## config.mk

```make
export PLATFORM = sky130hd
export DESIGN_NAME = stopwatch_ctrl
export DESIGN_NICKNAME = d
export VERILOG_FILES = /design/src/rtl/stopwatch_ctrl.sv
export SDC_FILE = /design/constraint.sdc
export NUM_CORES = 1
export LEC_CHECK = 0
export ABC_CLOCK_PERIOD_IN_PS = 2300
export CAP_MARGIN = 40
export CORE_AREA = 2 2 63 65
export CTS_CLUSTER_DIAMETER = 50
export DETAILED_ROUTE_END_ITERATION = 16
export DIE_AREA = 0 0 65 67
export PLACE_DENSITY = 0.64
export SLEW_MARGIN = 20
export SYNTH_ARGS = -nofsm -noshare
export SYNTH_HDL_FRONTEND = slang
export SYNTH_SLANG_ARGS = --single-unit
```

## constraint.sdc

```tcl
create_clock -name clk -period 2.3 [get_ports clk]
set_input_delay 0.23 -clock clk [delete_from_list [all_inputs] [get_ports clk]]
set_output_delay 0.23 -clock clk [all_outputs]
set_load 0.005 [all_outputs]
```

## src/rtl/stopwatch_ctrl.sv

```systemverilog
// Stopwatch digit controller: a BCD MM:SS counter with pause, per-field adjust
// and a blink mask for the field being adjusted.
module stopwatch_ctrl #(
    parameter int MIN_LIMIT = 59
) (
    input  logic       clk,
    input  logic       rst_n,
    input  logic       count_en,
    input  logic       adj_en,
    input  logic       blink_en,
    input  logic       pause_btn,
    input  logic       adj,
    input  logic       sel,
    output logic [3:0] min_tens,
    output logic [3:0] min_ones,
    output logic [3:0] sec_tens,
    output logic [3:0] sec_ones,
    output logic [3:0] blank,
    output logic       running
);

    typedef enum logic [1:0] {RUN, PAUSED, ADJ_MIN, ADJ_SEC} state_t;

    localparam logic [3:0] MIN_T = 4'(MIN_LIMIT / 10);
    localparam logic [3:0] MIN_O = 4'(MIN_LIMIT % 10);

    state_t     state, state_nxt;
    logic       pause, pause_nxt;
    logic       phase, phase_nxt;
    logic [3:0] min_tens_nxt, min_ones_nxt, sec_tens_nxt, sec_ones_nxt;
    logic [3:0] blank_nxt;
    logic [7:0] sec_inc, min_inc;
    logic       sec_wrap;

    // Two-digit BCD increment that returns to 00 once the limit is reached.
    function automatic logic [7:0] bcd_inc(input logic [3:0] t, input logic [3:0] o,
                                           input logic [3:0] lim_t, input logic [3:0] lim_o);
        logic [7:0] r;
        if (t == lim_t && o == lim_o) r = 8'h00;
        else if (o == 4'd9)           r = {t + 4'd1, 4'd0};
        else                          r = {t, o + 4'd1};
        return r;
    endfunction

    always_ff @(posedge clk or negedge rst_n) begin
        if (!rst_n) begin
            state    <= RUN;
            pause    <= 1'b0;
            phase    <= 1'b0;
            min_tens <= 4'd0;
            min_ones <= 4'd0;
            sec_tens <= 4'd0;
            sec_ones <= 4'd0;
            blank    <= 4'b0000;
        end else begin
            state    <= state_nxt;
            pause    <= pause_nxt;
            phase    <= phase_nxt;
            min_tens <= min_tens_nxt;
            min_ones <= min_ones_nxt;
            sec_tens <= sec_tens_nxt;
            sec_ones <= sec_ones_nxt;
            blank    <= blank_nxt;
        end
    end

    // The adjust levels take priority; otherwise the freshly toggled pause flag decides.
    always_comb begin
        pause_nxt = pause ^ pause_btn;
        if (adj)            state_nxt = sel ? ADJ_SEC : ADJ_MIN;
        else if (pause_nxt) state_nxt = PAUSED;
        else                state_nxt = RUN;
    end

    always_comb begin
        sec_inc  = bcd_inc(sec_tens, sec_ones, 4'd5, 4'd9);
        min_inc  = bcd_inc(min_tens, min_ones, MIN_T, MIN_O);
        sec_wrap = (sec_tens == 4'd5) && (sec_ones == 4'd9);
        {min_tens_nxt, min_ones_nxt} = {min_tens, min_ones};
        {sec_tens_nxt, sec_ones_nxt} = {sec_tens, sec_ones};
        // Actions follow the pre-edge state, so a strobe arriving with a mode change uses the old mode.
        case (state)
            RUN: if (count_en) begin
                {sec_tens_nxt, sec_ones_nxt} = sec_inc;
                if (sec_wrap) {min_tens_nxt, min_ones_nxt} = min_inc;
            end
            ADJ_MIN: if (adj_en) {min_tens_nxt, min_ones_nxt} = min_inc;
            ADJ_SEC: if (adj_en) {sec_tens_nxt, sec_ones_nxt} = sec_inc;
            default: ;
        endcase
        // Phase restarts at 0 whenever an adjust state is entered, including ADJ_MIN <-> ADJ_SEC.
        if ((state_nxt == ADJ_MIN || state_nxt == ADJ_SEC) && state_nxt == state)
            phase_nxt = phase ^ blink_en;
        else
            phase_nxt = 1'b0;
        if (phase_nxt && state_nxt == ADJ_MIN)      blank_nxt = 4'b1100;
        else if (phase_nxt && state_nxt == ADJ_SEC) blank_nxt = 4'b0011;
        else                                        blank_nxt = 4'b0000;
    end

    assign running = (state == RUN);

endmodule

```

==> impl_metrics.env <==
export IMPL_status="finished, final reports clean"
export IMPL_critPathLaunchType="flop"
export IMPL_grt_antenna_before_repair=0
export IMPL_internal_power_mw=1.19
export IMPL_seqPwrFrac_pct=37.4
export IMPL_cts_tree="yes"
export IMPL_pwr_share_comb_pct=42.0
export IMPL_grt_remaining_overflow=0
export IMPL_die_h_um=67
export IMPL_startpoint="sec_ones[1]$_DFFE_PN0P_"
export IMPL_clk_path_buf_depth=2
export IMPL_synth_xor_area_share_pct=2.12
export IMPL_num_rows=22
export IMPL_wirelength_um=2230
export IMPL_syn_nets=136
export IMPL_worst_pin_slew_ns=0.353
export IMPL_crit_slowest_cell="dfrtp_1"
export IMPL_num_antenna_cells=0
export IMPL_area_delta_synth_final_pct=31.7
export IMPL_via_count=924
export IMPL_cellLeakagePower_nw=0.714
export IMPL_viasPerCell=4.74
export IMPL_synth_distinct_cells=30
export IMPL_syn_area_um2=1240
export IMPL_fin_worst_skew_ns=0.00866
export IMPL_vdd_drop_max_mv=0.644
export IMPL_synth_area_top_cells="dfrtp_1 44%, ha_1 11%, mux2_2 8.2%"
export IMPL_setup_worst_path_class="reg -> reg"
export IMPL_port_buffers=28
export IMPL_drc=0
export IMPL_ant_nets=0
export IMPL_layout_drive_gt1_share_pct=11.6
export IMPL_synth_warnings=0
export IMPL_final_hold_viol_count=0
export IMPL_synth_edf_count=0
export IMPL_hp_class="in -> async"
export IMPL_nets=167
export IMPL_path_cells="inv_1 -> ha_1 -> and3b_1 -> nor4b_4 -> nand4_1 -> mux2_1"
export IMPL_slowest_delay_ns=0.42
export IMPL_drv_slew=0
export IMPL_dr_pass1_iters=4
export IMPL_post_cts_setup_buffers=0
export IMPL_synth_simple_area_share_pct=18.8
export IMPL_start_util_pct=34.4
export IMPL_finalCritPeriodShare_pct=84.2
export IMPL_cts_buffers=3
export IMPL_htree_levels=1
export IMPL_die_area_um2=4360
export IMPL_place_area_um2=1560
export IMPL_cts_resized=0
export IMPL_synth_compound_area_share_pct=9.48
export IMPL_rsz0062_at_grt="no"
export IMPL_cp_data_required_time_ns=2.45
export IMPL_place_gp_congestion=0.792
export IMPL_yosysTopAreaCell="dfrtp_1"
export IMPL_relSlewSlack_pct=76.4
export IMPL_ys_seq_area_share_pct=44.4
export IMPL_worstPathArrival_ns=2.09
export IMPL_async_reset_ff_share_pct=100
export IMPL_finalCriticalPeriod_ns=1.94
export IMPL_p_sw_mw=0.586
export IMPL_cts_sinks=22
export IMPL_wl_per_cell_um=11.4
export IMPL_r2r_start="sec_ones[1]$_DFFE_PN0P_"
export IMPL_synth_top_area_share_pct=44.4
export IMPL_fin_util_pct=45.3
export IMPL_pwr_density_cell_nw_per_um2=1080
export IMPL_path_max_fanout=6
export IMPL_first_global_vias=921
export IMPL_cap_violations=0
export IMPL_cts_clk_slew_worst_paths_ns=0.09
export IMPL_setup_tns_ns=0
export IMPL_grt_total_usage_pct=12.1
export IMPL_grt_max_degree=23
export IMPL_muxShareOfSynthArea_pct=9.07
export IMPL_synth_seq_cells=22
export IMPL_final_cell_area_um2=1630
export IMPL_fmax_mhz=516
export IMPL_die_width_um=65
export IMPL_synth_cells=117
export IMPL_synth_top_family_by_area="simple AND/OR/NAND/NOR gates"
export IMPL_grt_pass1_wl_um=3990
export IMPL_initialDrtViolationCount=31
export IMPL_setup_violations=0
export IMPL_pwr_share_clk_pct=20.5
export IMPL_synthAdderAreaFrac_pct=11.1
export IMPL_postSynthAreaPerCell_um2=10.6
export IMPL_clock_latency_ns=0.27
export IMPL_root_buffer="clkbuf_8"
export IMPL_ys_flop_type="dfrtp_1"
export IMPL_hpwl_um=1710
export IMPL_ctsHoldBuffers=0
export IMPL_ios=29
export IMPL_worstSetupEndpointType="flop"
export IMPL_coreArea_um2=3610
export IMPL_sw_frac_of_total_pct=33.1
## placed cells by master, fill, tap and decap left out, drive strengths merged, types with 3 or more instances in the layout
cell type | synthesis | layout
dfrtp | 22 | 22
inv | 10 | 10
and3b | 3 | 3
mux2 | 10 | 10
nor2 | 12 | 12
o21ai | 8 | 8
nand2 | 7 | 7
nor3 | 3 | 3
nor2b | 4 | 4
ha | 11 | 11
clkbuf | 0 | 3
clkdlybuf4s50 | 0 | 28
o31ai | 3 | 3
## layout make-up
class                      instances  area, µm²
clock inverter                     1       30.0
tap                               48       60.1
clock buffer                       3       41.3
sequential                        22        551
fill                             331       1970
inverter                          10       37.5
timing repair buffer              29        288
multi-input combinational         82        627
## flip-flops by register name (all words and copies together), names as in the netlist
register and cells:
blank 2, min_ones 4, min_tens 4, pause 1
phase 1, sec_ones 4, sec_tens 4, state 2
## final timing paths
| check | cells after the start | end | slack [ns] |
|---|---|---|---|
| hold reg to reg | 1 | pause$_DFF_PN0_ | 0.46 |
| min in group clk | 1 | pause$_DFF_PN0_ | 0.46 |
| hold / removal | 2 | sec_ones[2]$_DFFE_PN0P_ | 0.31 |
| setup / recovery | 6 | sec_tens[3]$_DFFE_PN0P_ | 0.36 |
| max in group asynchronous | 2 | sec_tens[2]$_DFFE_PN0P_ | 1.75 |
| setup reg to reg | 6 | sec_tens[3]$_DFFE_PN0P_ | 0.36 |
## cells by family (layout without fill, tap and decap cells)
family	after synthesis	count (layout)
AO/OA/AOI/OAI	17	17
XOR/XNOR	3	3
adder cells (fa/ha/maj)	11	11
flip-flops	22	22
AND/OR/NAND/NOR	41	41
multiplexers	10	10
buffers and inverters	13	43
## critical path, delay by kind of cell, from the launching register on
| family | cells | cell delay [ns] |
|---|---|---|
| DFF | 1 | 0.42 |
| buffers and inverters | 1 | 0.08 |
| and+or+nand+nor | 3 | 0.85 |
| adders and majority gates | 1 | 0.13 |
| muxes | 1 | 0.33 |
## power by group through the flow
stage | Clock, mW | Sequential, mW | Combinational (mW)
after floorplan | 0 | 0.651 | 0.435
after global placement | 0 | 0.657 | 0.720
after detailed placement | 0 | 0.670 | 0.752
after CTS | 0.376 | 0.664 | 0.757
after global routing | 0.390 | 0.695 | 0.841
final | 0.364 | 0.662 | 0.745
## layer usage
metal,part of all wire [%],track usage [%]
met3,5.1,3.04
met4,1.2,3.99
met2,47,20.2
met1,47,15.2
met5,0,0
## per-stage QoR
step,hold WS [ns],power (mW),setup WS [ns],instances
final,0.308,1.77,0.363,195
after CTS,0.314,1.80,0.366,195
after global routing,0.323,1.93,0.178,195
after floorplan,-0.0656,1.09,0.554,117
after detailed placement,0.449,1.42,0.403,191
after global placement,0.443,1.38,0.471,191
## synth_stat cells (3+ instances only)
library cell,n
o21ai_0,8
mux2_2,9
and3b_1,3
inv_1,10
ha_1,11
o31ai_1,3
nand2_1,7
nor2b_1,4
nor2_1,12
dfrtp_1,22
Note: power is estimated with default switching activity, not from simulation.
==> edit, RTL diff (same flow settings) <==
Remove the register `blank`: a continuous assignment takes its place, so the output `blank` follows one clock earlier.
--- a/src/rtl/stopwatch_ctrl.sv
+++ b/src/rtl/stopwatch_ctrl.sv
@@ -51,7 +51,6 @@
             min_ones <= 4'd0;
             sec_tens <= 4'd0;
             sec_ones <= 4'd0;
-            blank    <= 4'b0000;
         end else begin
             state    <= state_nxt;
             pause    <= pause_nxt;
@@ -60,9 +59,10 @@
             min_ones <= min_ones_nxt;
             sec_tens <= sec_tens_nxt;
             sec_ones <= sec_ones_nxt;
-            blank    <= blank_nxt;
         end
     end
+
+    assign blank = blank_nxt;
 
     // The adjust levels take priority; otherwise the freshly toggled pause flag decides.
     always_comb begin
Function: changed (Yosys sat finds a counterexample within 4 cycles, from zero or initial values and one cycle with rst_n low).
==> edit against the unedited design <==
Cell count grew 0.51%. Maximum frequency grew 2.0%. Worst hold slack gained 0.00096 ns. Sequential share of layout area shrank 2.5 points. Clock skew shrank 0.00061 ns. Routed wire length grew 0.40%. Setup slack gained 0.038 ns. Area after synthesis shrank 2.0%. Sequential cell count shrank 2. Cell area shrank 1.8%. First-iteration DRC count grew 140%. Power shrank 0.77%. Largest cell class unchanged. Highest routed layer is now met3.
==> edit: results (changes against the unedited design) <==
first_global_vias: 871  # -5.4%
vdd_drop_max_v: 0.0003645  # -43%
diodes: 0  # unchanged
synth.top_cells.by_count: "sky130_fd_sc_hd__dfrtp_1 (20), sky130_fd_sc_hd__nor2_1 (17), sky130_fd_sc_hd__ha_1 (11), sky130_fd_sc_hd__mux2_2 (9), sky130_fd_sc_hd__nand2_1 (9)"
post_synth_main_area_contributors: "sky130_fd_sc_hd__dfrtp_1 (41%), sky130_fd_sc_hd__ha_1 (11%), sky130_fd_sc_hd__mux2_2 (8.3%)"
synthDistinctLibCells: 36  # +20%
async_reset_ff_share_pct: 100.0  # unchanged
synth-warning-count: 0  # unchanged
grt_max_degree: 21  # -8.7%
worstSkewPairLatency_ns: 0.26
tritoncts.num_buffers: 3  # unchanged
worstSetupStartpoint: "blink_en"
gr-usage-all-layers_pct: 11.52  # -0.56 points
postPlaceCellArea_sq_um: 1549  # -0.88%
critical_path.reg2reg.startpoint: "state[0]$_DFF_PN0_"
worst_setup_hold_path_clk_slew_ns: 0.08
timing.clock.skew_ns: 0.008058  # -0.0006063 ns
first_pass_grt_wire_length_um: 3926  # -1.6%
clock_tree.root_cell: "sky130_fd_sc_hd__clkbuf_8"
synth_seq_area_share_pct: 41.15  # -3.2 points
gp_routability_congestion: 0.7813  # -1.4%
clock_tree.htree_level_count: 1  # unchanged
synth_nets: 136  # unchanged
postSynth.topFlopCell: "sky130_fd_sc_hd__dfrtp_1"
fin_nets: 168  # +0.60%
hold_viol_final: 0  # unchanged
worst_path_max_delay_cell: "sky130_fd_sc_hd__clkdlybuf4s50_1"
route.final.wire_length_um: 2240  # +0.40%
max_slew_margin_pct: 70.01  # -6.3 points
post-cts-setup-buffers: 0  # unchanged
first_pass_iters: 4  # unchanged
buffer_ports.inserted: 28  # unchanged
worst-path-max-fanout: 3  # -3
power.static_leakage_nw: 0.7222  # +1.1%
antenna_violations_before_repair: 0  # unchanged
drive_gt1_share_pct: 15.54  # +4.0 points
timing.hold.worst.class: "in -> async"
critical-path-top-delay-family: "buffers and inverters"
worst_path_largest_cell_delay_ns: 0.53  # +0.11 ns
status: "finished, final reports clean"
cts.path.max_buffers: 2  # unchanged
via_density_per_instance: 4.638  # -2.1%
cts_resized: 0  # unchanged
detailedPlace.worstSlack_ns: 0.3894  # -0.01409 ns
drtIter0Drc: 73  # +140%
hpwl_um: 1715  # about the same
edit: cell types whose count changed after synthesis, sizes merged, moves of 2 or more:
cell   before  now
dfrtp      22   20
inv        10    8
nand2       7    9
nor2       12   17
nor3        3    1
o21ai       8    5
o31ai       3    0
edit: path summary, 6_finish.rpt:
check / depth (start not counted) / end / slack, ns
min in group clk: 1 / pause$_DFF_PN0_ / 0.46
worst min-delay path: 2 / min_ones[0]$_DFFE_PN0P_ / 0.31
worst max register to register: 6 / min_ones[0]$_DFFE_PN0P_ / 0.44
max in group asynchronous: 2 / state[1]$_DFF_PN0_ / 1.77
worst max-delay path: 5 / blank[3] / 0.40
worst min register to register: 1 / pause$_DFF_PN0_ / 0.46
edit: logic make-up after synthesis:
group	synth area share (%)
multiplexers	10.39
AND/OR/NAND/NOR	22.94
flip-flops	41.15
XOR/XNOR	1.441
AO/OA/AOI/OAI	9.054
buffers and inverters	3.703
adder cells (fa/ha/maj)	11.32
edit: area by class of cell:
| cell class | instances | area (sq um) |
|---|---|---|
| clock buffer | 4 | 55.05 |
| fill | 338 | 2002 |
| inverter | 8 | 30.03 |
| multi-input combinational | 87 | 670.6 |
| sequential | 20 | 500.5 |
| tap | 48 | 60.06 |
| timing repair buffer | 29 | 287.8 |
edit: worst reg2reg max path, cell delays in order (launching register included):
cell and delay, ns:
sky130_fd_sc_hd__dfrtp_1 0.41, sky130_fd_sc_hd__inv_1 0.09, sky130_fd_sc_hd__ha_1 0.22, sky130_fd_sc_hd__inv_1 0.08, sky130_fd_sc_hd__o21ai_1 0.39, sky130_fd_sc_hd__and2_4 0.24
sky130_fd_sc_hd__mux2_2 0.32
edit: through the flow:
stage / cells / util, %
3_5_place_dp: 192 / 42.96
4_1_cts: 196 / 44.48
6_report: 196 / 44.48
5_1_grt: 196 / 44.48
2_1_floorplan: 117 / -
3_3_place_gp: 192 / 42.96
edit: per-layer routing:
metal / wire, um / share of wire, % / track usage, %
met2: 1044 / 47 / 18.56
met1: 1069 / 48 / 14.66
met3: 126 / 5.6 / 4.054
met4: 0 / 0 / 2.926
met5: 0 / 0 / 0
edit: power breakdown:
group          total (mW)  internal [mW]  switching, mW
sequential          0.656          0.482          0.174
combinational       0.832          0.501          0.331
clock               0.270          0.152          0.117
